==> config.mk <==
export PLATFORM = sky130hd
export DESIGN_NAME = factor_streamer
export DESIGN_NICKNAME = d
export VERILOG_FILES = /design/src/rtl/factor_streamer_pkg.sv /design/src/rtl/factor_lsb_enc.sv /design/src/rtl/factor_streamer.sv
export SDC_FILE = /design/constraint.sdc
export NUM_CORES = 1
export LEC_CHECK = 0
export BUFFER_PORTS_ARGS = -buffer_cell sky130_fd_sc_hd__buf_2
export CAP_MARGIN = 15
export CORE_AREA = 5 5 78 80
export CTS_CLUSTER_SIZE = 28
export DETAILED_ROUTE_END_ITERATION = 8
export DIE_AREA = 0 0 83 85
export SLEW_MARGIN = 20
export SYNTH_ARGS = -nofsm -noshare
export SYNTH_HDL_FRONTEND = slang
export SYNTH_HIERARCHICAL = 1
export SYNTH_SLANG_ARGS = --single-unit
==> constraint.sdc <==
create_clock -name clk -period 4.1 [get_ports clk]
set_input_delay 0.615 -clock clk [delete_from_list [all_inputs] [get_ports clk]]
set_output_delay 0.615 -clock clk [all_outputs]
set_load 0.05 [all_outputs]
==> src/rtl/factor_streamer_pkg.sv <==
// Shared constants and FSM encoding for the factor streaming path.
// The factorizer and the formatting stage use the same values.
package factor_streamer_pkg;

  localparam int NUMBER_WIDTH_D = 8;
  localparam int FACTOR_BITS_D  = 18;
  localparam int MIN_FACTOR_D   = 2;
  localparam int FW_D           = 5;
  localparam int INDEX_W        = 5;

  typedef enum logic {
    ST_IDLE = 1'b0,
    ST_EMIT = 1'b1
  } state_t;

endpackage

==> src/rtl/factor_lsb_enc.sv <==
// Lowest-set-bit encoder over the factor mask, with "any" and "at most one bit" flags.
module factor_lsb_enc #(
  parameter int FACTOR_BITS = 18
) (
  input  logic [FACTOR_BITS-1:0] mask,
  output logic [4:0]             pos,
  output logic                   any,
  output logic                   single
);

  // Scan from the top so the last match is the lowest set bit.
  always_comb begin
    pos = '0;
    for (int k = FACTOR_BITS - 1; k >= 0; k--) begin
      if (mask[k]) pos = 5'(k);
    end
  end

  assign any    = |mask;
  assign single = (mask & (mask - FACTOR_BITS'(1))) == '0;

endmodule

==> src/rtl/factor_streamer.sv <==
// Turns one captured divisibility vector into a stream of factor beats,
// ascending, or a single "no factor" beat when the vector is empty.
module factor_streamer
  import factor_streamer_pkg::*;
#(
  parameter int NUMBER_WIDTH = NUMBER_WIDTH_D,
  parameter int FACTOR_BITS  = FACTOR_BITS_D,
  parameter int MIN_FACTOR   = MIN_FACTOR_D,
  parameter int FW           = FW_D
) (
  input  logic                    clk,
  input  logic                    reset,
  input  logic                    in_valid,
  output logic                    in_ready,
  input  logic [NUMBER_WIDTH-1:0] in_number,
  input  logic [FACTOR_BITS-1:0]  in_factors,
  output logic                    out_valid,
  input  logic                    out_ready,
  output logic [FW-1:0]           out_factor,
  output logic [NUMBER_WIDTH-1:0] out_number,
  output logic [INDEX_W-1:0]      out_index,
  output logic                    out_last,
  output logic                    out_none,
  output state_t                  state_dbg
);

  state_t                  state;
  logic [FACTOR_BITS-1:0]  mask;
  logic [NUMBER_WIDTH-1:0] num;
  logic [INDEX_W-1:0]      index;
  logic [4:0]              lsb_pos;
  logic                    mask_any;
  logic                    mask_single;

  factor_lsb_enc #(.FACTOR_BITS(FACTOR_BITS)) u_lsb_enc (
    .mask   (mask),
    .pos    (lsb_pos),
    .any    (mask_any),
    .single (mask_single)
  );

  // A transfer happens on a rising edge where valid && ready; a producer holds
  // its payload stable and keeps valid high until that edge. Both readies here
  // depend only on state, so there is no input-to-output combinational path.
  always_ff @(posedge clk or negedge reset) begin
    if (!reset) begin
      state <= ST_IDLE;
      mask  <= '0;
      num   <= '0;
      index <= '0;
    end else begin
      case (state)
        ST_IDLE: begin
          if (in_valid) begin
            mask  <= in_factors;
            num   <= in_number;
            index <= '0;
            state <= ST_EMIT;
          end
        end
        ST_EMIT: begin
          if (out_ready) begin
            mask  <= mask & (mask - FACTOR_BITS'(1));
            index <= index + INDEX_W'(1);
            if (mask_single) state <= ST_IDLE;
          end
        end
        default: state <= ST_IDLE;
      endcase
    end
  end

  assign in_ready   = (state == ST_IDLE);
  assign out_valid  = (state == ST_EMIT);
  assign out_factor = (out_valid && mask_any) ? (FW'(lsb_pos) + FW'(MIN_FACTOR)) : '0;
  assign out_last   = out_valid && mask_single;
  assign out_none   = out_valid && !mask_any;
  assign out_number = num;
  assign out_index  = index;
  assign state_dbg  = state;

endmodule

Word level (Yosys, flattened, before mapping):

Cells that the tools add are included.
W data, S select, Z words.

* add/subtract/negate cells: 3
* equality and inequality tests: 2
* multiplexer cells: 29
* bitwise logic cells: 2
* reductions and logical operators: 8

Operators by type and width (number)
* $mux W5: 21
* $mux W18: 2
* $pmux W18 S2: 1
* $and A18 B18 Y18: 1
* $logic_not A18 Y1: 1
* $reduce_or A18 Y1: 1
* $sub A18 B1 Y18 const B: 1
* $pmux W5 S2: 1
* $add A5 B1 Y5 const B: 1
* $add A5 B2 Y5 const B: 1
* $ne A2 B2 Y1 const B: 2
* $reduce_and A2 Y1: 2
* $logic_and A1 B1 Y1: 3
* $mux W1: 3
* $pmux W1 S2: 1
* $logic_not A1 Y1: 1
* $not A1 Y1: 1

* flip-flop bits (word level): 32
* input port bits: 30
* output and inout port bits: 23

Longest topological paths before layout:

Gate-level depths: netlist of run 1.

* word-level depth: 20
* gate-level depth with buffers: 8
* gate-level depth less buffers: 8

Cells and area by module:

The synthesis of run 1 kept the hierarchy.

Modules (own cells, without submodules)
* factor_streamer: instances 1, cells each 174, area an instance 1585.3 sq um
* factor_lsb_enc: instances 1, cells each 61, area an instance 356.6 sq um

Least setup slack after synthesis of run 1:

No wires, ideal clock.

* kind: register -> output
* from: register mask[2]
* to: output port out_last
* data arrival time: 2.394 ns
* path slack: 1.091 ns
* cell stages (with the launch flop): 7
* path buffers: 0
* path through: dfrtp_1 -> or4_1 -> or4_1 -> o31ai_1 -> o311ai_1 -> a2111oi_2 -> and2_1

* longest elaborated chain between the ends: 4

Ends and longest elaborated chain
* start: declaration: RTL line factor_streamer.sv:28 `logic [FACTOR_BITS-1:0] mask;`
* start signal: assignment: RTL line factor_streamer.sv:55 `mask <= in_factors;`
* start signal: assignment: RTL line factor_streamer.sv:63 `mask <= mask & (mask - FACTOR_BITS'(1));`
* $sub A18 B1 Y18: RTL line factor_lsb_enc.sv:20 `assign single = (mask & (mask - FACTOR_BITS'(1))) == '0;`
* $and A18 B18 Y18 *: RTL line factor_lsb_enc.sv:20
* $logic_not A18 Y1 *: RTL line factor_lsb_enc.sv:20
* net mask_single: RTL line factor_streamer.sv:33 `logic mask_single;`
* $logic_and A1 B1 Y1 *: RTL line factor_streamer.sv:76 `assign out_last = out_valid && mask_single;`
* end: declaration: RTL line factor_streamer.sv:22 `output logic out_last,`

The timed path passes the listed nets; every way through them passes the cells marked *.

Final worst setup path of run 1:

* from: register mask[4]
* to: output port out_last

The elaborated chain is that of the path after synthesis.

==> results of run 1 <==
## cell type report
type	instances	area [sq um]	area share, %
Sequential cell	32	801	34.2
Tap cell	72	90.1	3.85
Inverter	7	26.3	1.12
Multi-Input combinational cell	185	1060	45.3
Timing Repair Buffer	53	268	11.4
Clock buffer	7	96.3	4.11
## worst max-delay path, delay by kind of cell, from the launching register on
family,cells,cell delay [ns]
AO/OA/AOI/OAI,3,1.14
buffers and inverters,1,0.26
flip-flops,1,0.52
AND/OR/NAND/NOR,3,0.85
## per-layer routing
layer | wire length (um) | vias to the layer above | GRT usage (%)
met2 | 2480 | 55 | 25.1
li1 | - | 945 | -
met4 | 62 | 0 | 4.46
met3 | 249 | 8 | 3.40
met5 | 0 | - | 0
met1 | 2470 | 918 | 20.1
## worst paths after layout
kind | start | to | slack, ns | depth (start not counted)
setup / recovery | mask[4] | out_last | 0.43 | 7
hold / removal | reset | out_index[2] | 0.38 | 1
setup reg to reg | mask[4] | out_valid | 1.53 | 6
hold reg to reg | out_number[0] | out_number[0] | 0.47 | 2
max in group asynchronous | reset | mask[5] | 3.25 | 1
min in group clk | out_number[0] | out_number[0] | 0.47 | 2
## through the flow
step | hold WS (ns) | cell area [sq um] | utilization [%] | setup WS (ns) | std cells
6_report | 0.383 | 2340 | 43.9 | 0.430 | 356
5_1_grt | 0.431 | 2340 | 43.9 | 0.0298 | 356
4_1_cts | 0.407 | 2340 | 43.9 | 0.446 | 356
3_5_place_dp | 0.464 | 2250 | 42.1 | 0.770 | 349
3_3_place_gp | 0.458 | 2250 | 42.1 | 1.05 | 349
2_1_floorplan | 0.319 | 1940 | - | 1.09 | 235
## cell families (layout without fill, tap and decap cells)
logic type,count (synthesis),after routing,synth area share [%]
adders and majority gates,2,2,1.29
xor gates and xnor gates,2,2,0.902
and+or+nand+nor,118,118,29.7
DFF,32,32,41.2
AOI/OAI and AO/OA,63,63,22.6
buffers and inverters,18,67,4.25
## cells in the mapped netlist, types with 2 or more instances
master | n | area share [%]
a2111oi_0 | 3 | 1.4
a21o_1 | 3 | 1.2
o311ai_1 | 2 | 0.90
nand4_1 | 3 | 0.97
nor2_1 | 22 | 4.3
nor4_1 | 5 | 1.6
dfrtp_1 | 32 | 41
o31ai_1 | 2 | 0.77
and3_1 | 3 | 0.97
a21oi_1 | 8 | 2.1
nor3_1 | 8 | 2.1
a22o_1 | 7 | 3.2
nand3_1 | 7 | 1.8
and2_1 | 3 | 0.97
o21ai_0 | 18 | 4.6
o211ai_1 | 2 | 0.77
nand2_1 | 51 | 9.9
a31oi_1 | 3 | 0.97
o22ai_1 | 2 | 0.64
or4_1 | 2 | 0.77
buf_2 | 3 | 0.77
inv_1 | 7 | 1.4
buf_4 | 3 | 1.2
clkbuf_1 | 5 | 0.97
ha_1 | 2 | 1.3
nand2b_1 | 3 | 0.97
nor2b_1 | 2 | 0.64
or2_1 | 2 | 0.64
## flip-flops by register name (all words and copies together) (netlist names)
register,count
out_number,8
mask,18
out_index,5
out_valid,1
==> results_dict.tcl, run 1 <==
set metrics [dict create \
    fin_crit_sh_pct 89.5 \
    fin_worst_skew_ns 0.0130 \
    endpoint_kind "primary output" \
    io_buffer_count 52 \
    grt_start_max_net_pins 33 \
    hold_class "input pin to async pin" \
    globalplace.congestion 0.825 \
    grt_setup_unrepaired "false" \
    yosysWarnings 6 \
    post_cts_buffers 0 \
    yosysSeqAreaShare_pct 41.2 \
    grt_usage_pct 15.3 \
    grt-ovfl-total 0 \
    cts_tree "yes" \
    max_freq_ghz 0.272 \
    clock-sinks 32 \
    maxCapViolCount 0 \
    worstMarginPinSlew_ns 0.747 \
    cp_cell_sequence "nor4_1 > nand2_1 > a2111oi_0 > o32ai_1 > a2111oi_2 > and2_1 > buf_2" \
    synth-main-ff-cell "dfrtp_1" \
    critPathSlowestCell "a2111oi_0" \
    fin_nets 316 \
    drc 0 \
    drive_above_1_share_pct 23.9 \
    synth-seq-cells 32 \
    num_antenna_cells 0 \
    cts-root-buf "clkbuf_8" \
    clk_pin_slew_ns 0.07 \
    synth_area_per_cell_sq_um 8.26 \
    max_stage_delay_ns 0.54 \
    synth_cell_types 50 \
    core_area_sq_um 5340 \
    synth_area_sq_um 1940 \
    nFillCells 579 \
    final_cell_mix "buf_2 (52), nand2_1 (51), dfrtp_1 (32)" \
    antenna_found_initial 0 \
    die_w_um 83 \
    area_growth_pct 20.6 \
    cp-start-kind "register" \
    wire_per_inst_um 14.8 \
    io_pins 53 \
    setup_viol 0 \
    grt_pass1_wl_mm 8.96 \
    fin_tns_setup_ns 0 \
    grt_pass1_vias 1903 \
    die-area_sq_um 7060 \
    routed_wl_mm 5.26 \
    arrival_ns 3.05 \
    h-tree-depth 2 \
    post-route-min-period_ns 3.67 \
    viasPerCell 5.41 \
    syn_nets 267 \
    dp_hpwl_mm 3.85 \
    worstPathMaxFanout 13 \
    hold_buffers 0 \
    final_max_slew_viol_count 0 \
    die_h_um 85 \
    required_ns 3.48 \
    vias 1926 \
    drt_iter0_markers 110 \
    clockBufferDepth 2 \
    async_flop_share_pct 100 \
    rows 27 \
    cts-buffers-inserted 5 \
    crit_type "register to primary output" \
    drtAntennaViolNets 0 \
    synth_edf_count 0 \
    layout_commonest_cell "buf_2" \
    cts.repair.resized 0 \
    synth_cells 235 \
    initial_core_util_pct 36.4 \
    clkLatencyLatePin_ns 0.29 \
    outcome "completed" \
    drtPass1Iterations 4 \
    hold_viol 0 \
    max-slew-margin-rel_pct 50.0 \
]
Power of run 1 is left out: the tool's default activity adds up to more than one toggle a clock period on the data nets, which glitch-free logic cannot reach.
==> inputs of run 2 (changes only) <==
--- a/config.mk
+++ b/config.mk
@@ -5,12 +5,13 @@
 export SDC_FILE = /design/constraint.sdc
 export NUM_CORES = 1
 export LEC_CHECK = 0
+export ABC_AREA = 1
 export BUFFER_PORTS_ARGS = -buffer_cell sky130_fd_sc_hd__buf_2
 export CAP_MARGIN = 15
-export CORE_AREA = 5 5 78 80
-export CTS_CLUSTER_SIZE = 28
+export CORE_AREA = 5 5 80 82
+export CTS_CLUSTER_SIZE = 12
 export DETAILED_ROUTE_END_ITERATION = 8
-export DIE_AREA = 0 0 83 85
+export DIE_AREA = 0 0 85 87
 export SLEW_MARGIN = 20
 export SYNTH_ARGS = -nofsm -noshare
 export SYNTH_HDL_FRONTEND = slang
==> run 2 against run 1 <==
  * Non-clock buffer count shrank 1
  * Flip-flop and latch count is the same
  * Register-to-register slack better by 0.40 ns
  * Hold slack gained 0.0037 ns
  * Count of clock-buffer cells in the layout is the same
  * Clock skew decreased by 0.0035 ns
  * First-iteration DRC count down 11%
  * Synthesized area is 5.5% higher
  * Die area is 4.8% higher
  * Design area grew 4.9%
  * Critical endpoint unchanged
  * Largest cell class unchanged
==> results_dict.tcl, run 2 <==
set metrics [dict create \
    multi_input_area_sq_um 1090 \
    num_antenna_cells 0 \
    dp_hpwl_mm 3.86 \
    required_ns 3.48 \
    die_w_um 85 \
    antenna_found_initial 0 \
    synth_area_per_cell_sq_um 6.67 \
    use_met1_pct 17.8 \
    drive_above_1_share_pct 22.2 \
    layout_commonest_cell "nand2_1" \
    drc 0 \
    post-route-min-period_ns 3.00 \
    die-area_sq_um 7400 \
    drtAntennaViolNets 0 \
    grt_setup_unrepaired "false" \
    synth-seq-cells 32 \
    io_buffer_count 52 \
    syn_nets 339 \
    final_cell_mix "nand2_1 (125), buf_2 (52), nor2_1 (43)" \
    crit_type "register to primary output" \
    worstMarginPinSlew_ns 0.745 \
    post_cts_buffers 0 \
    wire_per_inst_um 11.5 \
    globalplace.congestion 0.851 \
    cts.repair.resized 0 \
    endpoint_kind "primary output" \
    outcome "completed" \
    gr-usage-met3_pct 3.97 \
    cp-start-kind "register" \
    grt-ovfl-total 0 \
    synth_cells 307 \
    hold_buffers 0 \
    max-slew-margin-rel_pct 50.3 \
    initial_core_util_pct 36.1 \
    synth_area_sq_um 2050 \
    drtPass1Iterations 4 \
    viasPerCell 4.63 \
    cts-buffers-inserted 5 \
    clkLatencyLatePin_ns 0.29 \
    cts-root-buf "clkbuf_8" \
    rows 28 \
    nFillCells 624 \
    async_flop_share_pct 100 \
    synth_area_leaders "dfrtp_1 (39%), nand2_1 (23%), nor2_1 (7.9%), inv_1 (4.0%), nand3_1 (3.2%)" \
    largest_reg_flops 18 \
    io_pins 53 \
    fin_crit_sh_pct 73.1 \
    clock-sinks 32 \
    synth_edf_count 0 \
    grt_pass1_wl_mm 8.74 \
    drt_iter0_markers 98 \
    final_max_slew_viol_count 0 \
    maxCapViolCount 0 \
    die_h_um 87 \
    cts_tree "yes" \
    area_growth_pct 20.0 \
    ff_latch_area_sq_um 801 \
    synth_most_common_cell "nand2_1" \
    setup_viol 0 \
    clk_pin_slew_ns 0.07 \
    routed_wl_mm 5.02 \
    synth.largest_area_cell "dfrtp_1" \
    grt_usage_pct 14.6 \
    synth-main-ff-cell "dfrtp_1" \
    h-tree-depth 2 \
    vias 2012 \
    yosysSeqAreaShare_pct 39.1 \
    hold_class "input pin to async pin" \
    arrival_ns 2.38 \
    fin_nets 392 \
    core_area_sq_um 5680 \
    worstPathMaxFanout 5 \
    hold_viol 0 \
    clockBufferDepth 2 \
    grt_pass1_vias 1999 \
    grt_util_met2_pct 25.1 \
    r2r.worst_path.cells 5 \
    synth_cell_types 31 \
    yosysWarnings 6 \
    grt_start_max_net_pins 33 \
    fin_tns_setup_ns 0 \
    regMostFlops "mask" \
    fin_worst_skew_ns 0.00947 \
    max_freq_ghz 0.334 \
    top_usage_layer "met2" \
    synth_top_cell_area_share_pct 39.1 \
    synth_common_cells "nand2_1 (125), nor2_1 (43), dfrtp_1 (32)" \
]
## run 2: changes by cell type after synthesis, sizes merged, moves of 5 or more
cell	before	now
nor2	22	44
a22o	7	0
inv	7	28
nor4	7	2
nand2	51	131
clkbuf	5	0
nand3	7	15
## run 2: metrics by stage
stage                     instances  hold WS, ns  util (%)  setup slack [ns]  area (sq um)
after floorplan                 307        0.319         -              1.50          2050
after global placement          428        0.455      41.6              1.49          2360
after detailed placement        428        0.456      41.6              1.44          2360
after CTS                       435        0.413      43.3              1.13          2460
after global routing            435        0.449      43.3             0.854          2460
final                           435        0.387      43.3              1.10          2460
## run 2: worst paths after layout
path | start | endpoint | slack (ns)
min in group clk | out_index[4] | out_index[4] | 0.46
max in group asynchronous | reset | mask[7] | 3.22
setup reg to reg | out_valid | mask[5] | 1.93
hold / removal | reset | out_valid | 0.39
hold reg to reg | out_index[4] | out_index[4] | 0.46
setup / recovery | mask[6] | out_last | 1.10
## run 2: worst max-delay path: stages, from the launching register on
cell and delay (ns):
dfrtp_1 0.43, inv_2 0.08, nand2_1 0.08, nor3_2 0.21, nand2_2 0.11, nor2_4 0.12
nand3_1 0.12, nor3_1 0.20, o21ai_1 0.09, nor2_1 0.08, nand2_1 0.06, nor3_2 0.14
nand2_1 0.07, inv_1 0.06, buf_2 0.25
## run 2: logic make-up after synthesis
group	share of synthesized area, %
and+or+nand+nor	42.9
adders and majority gates	2.26
buffers and inverters	7.57
AOI/OAI and AO/OA	7.33
DFF	39.1
xor gates and xnor gates	0.855
## run 2: final cells by class
type,instances,share of cell area (%)
clock buffers,7,3.92
inverters,29,4.63
multi-input cells,240,44.5
flip-flops and latches,32,32.6
well taps,75,3.82
repair buffers,52,10.6
## run 2: layer usage
layer / vias up / part of all wire (%) / wire length [um]
met3: 7 / 5.5 / 275
met1: 895 / 47 / 2340
li1: 1069 / - / -
met5: - / 0 / 0
met2: 41 / 47 / 2340
met4: 0 / 1.2 / 61
Power of run 2 is left out for the same reason.
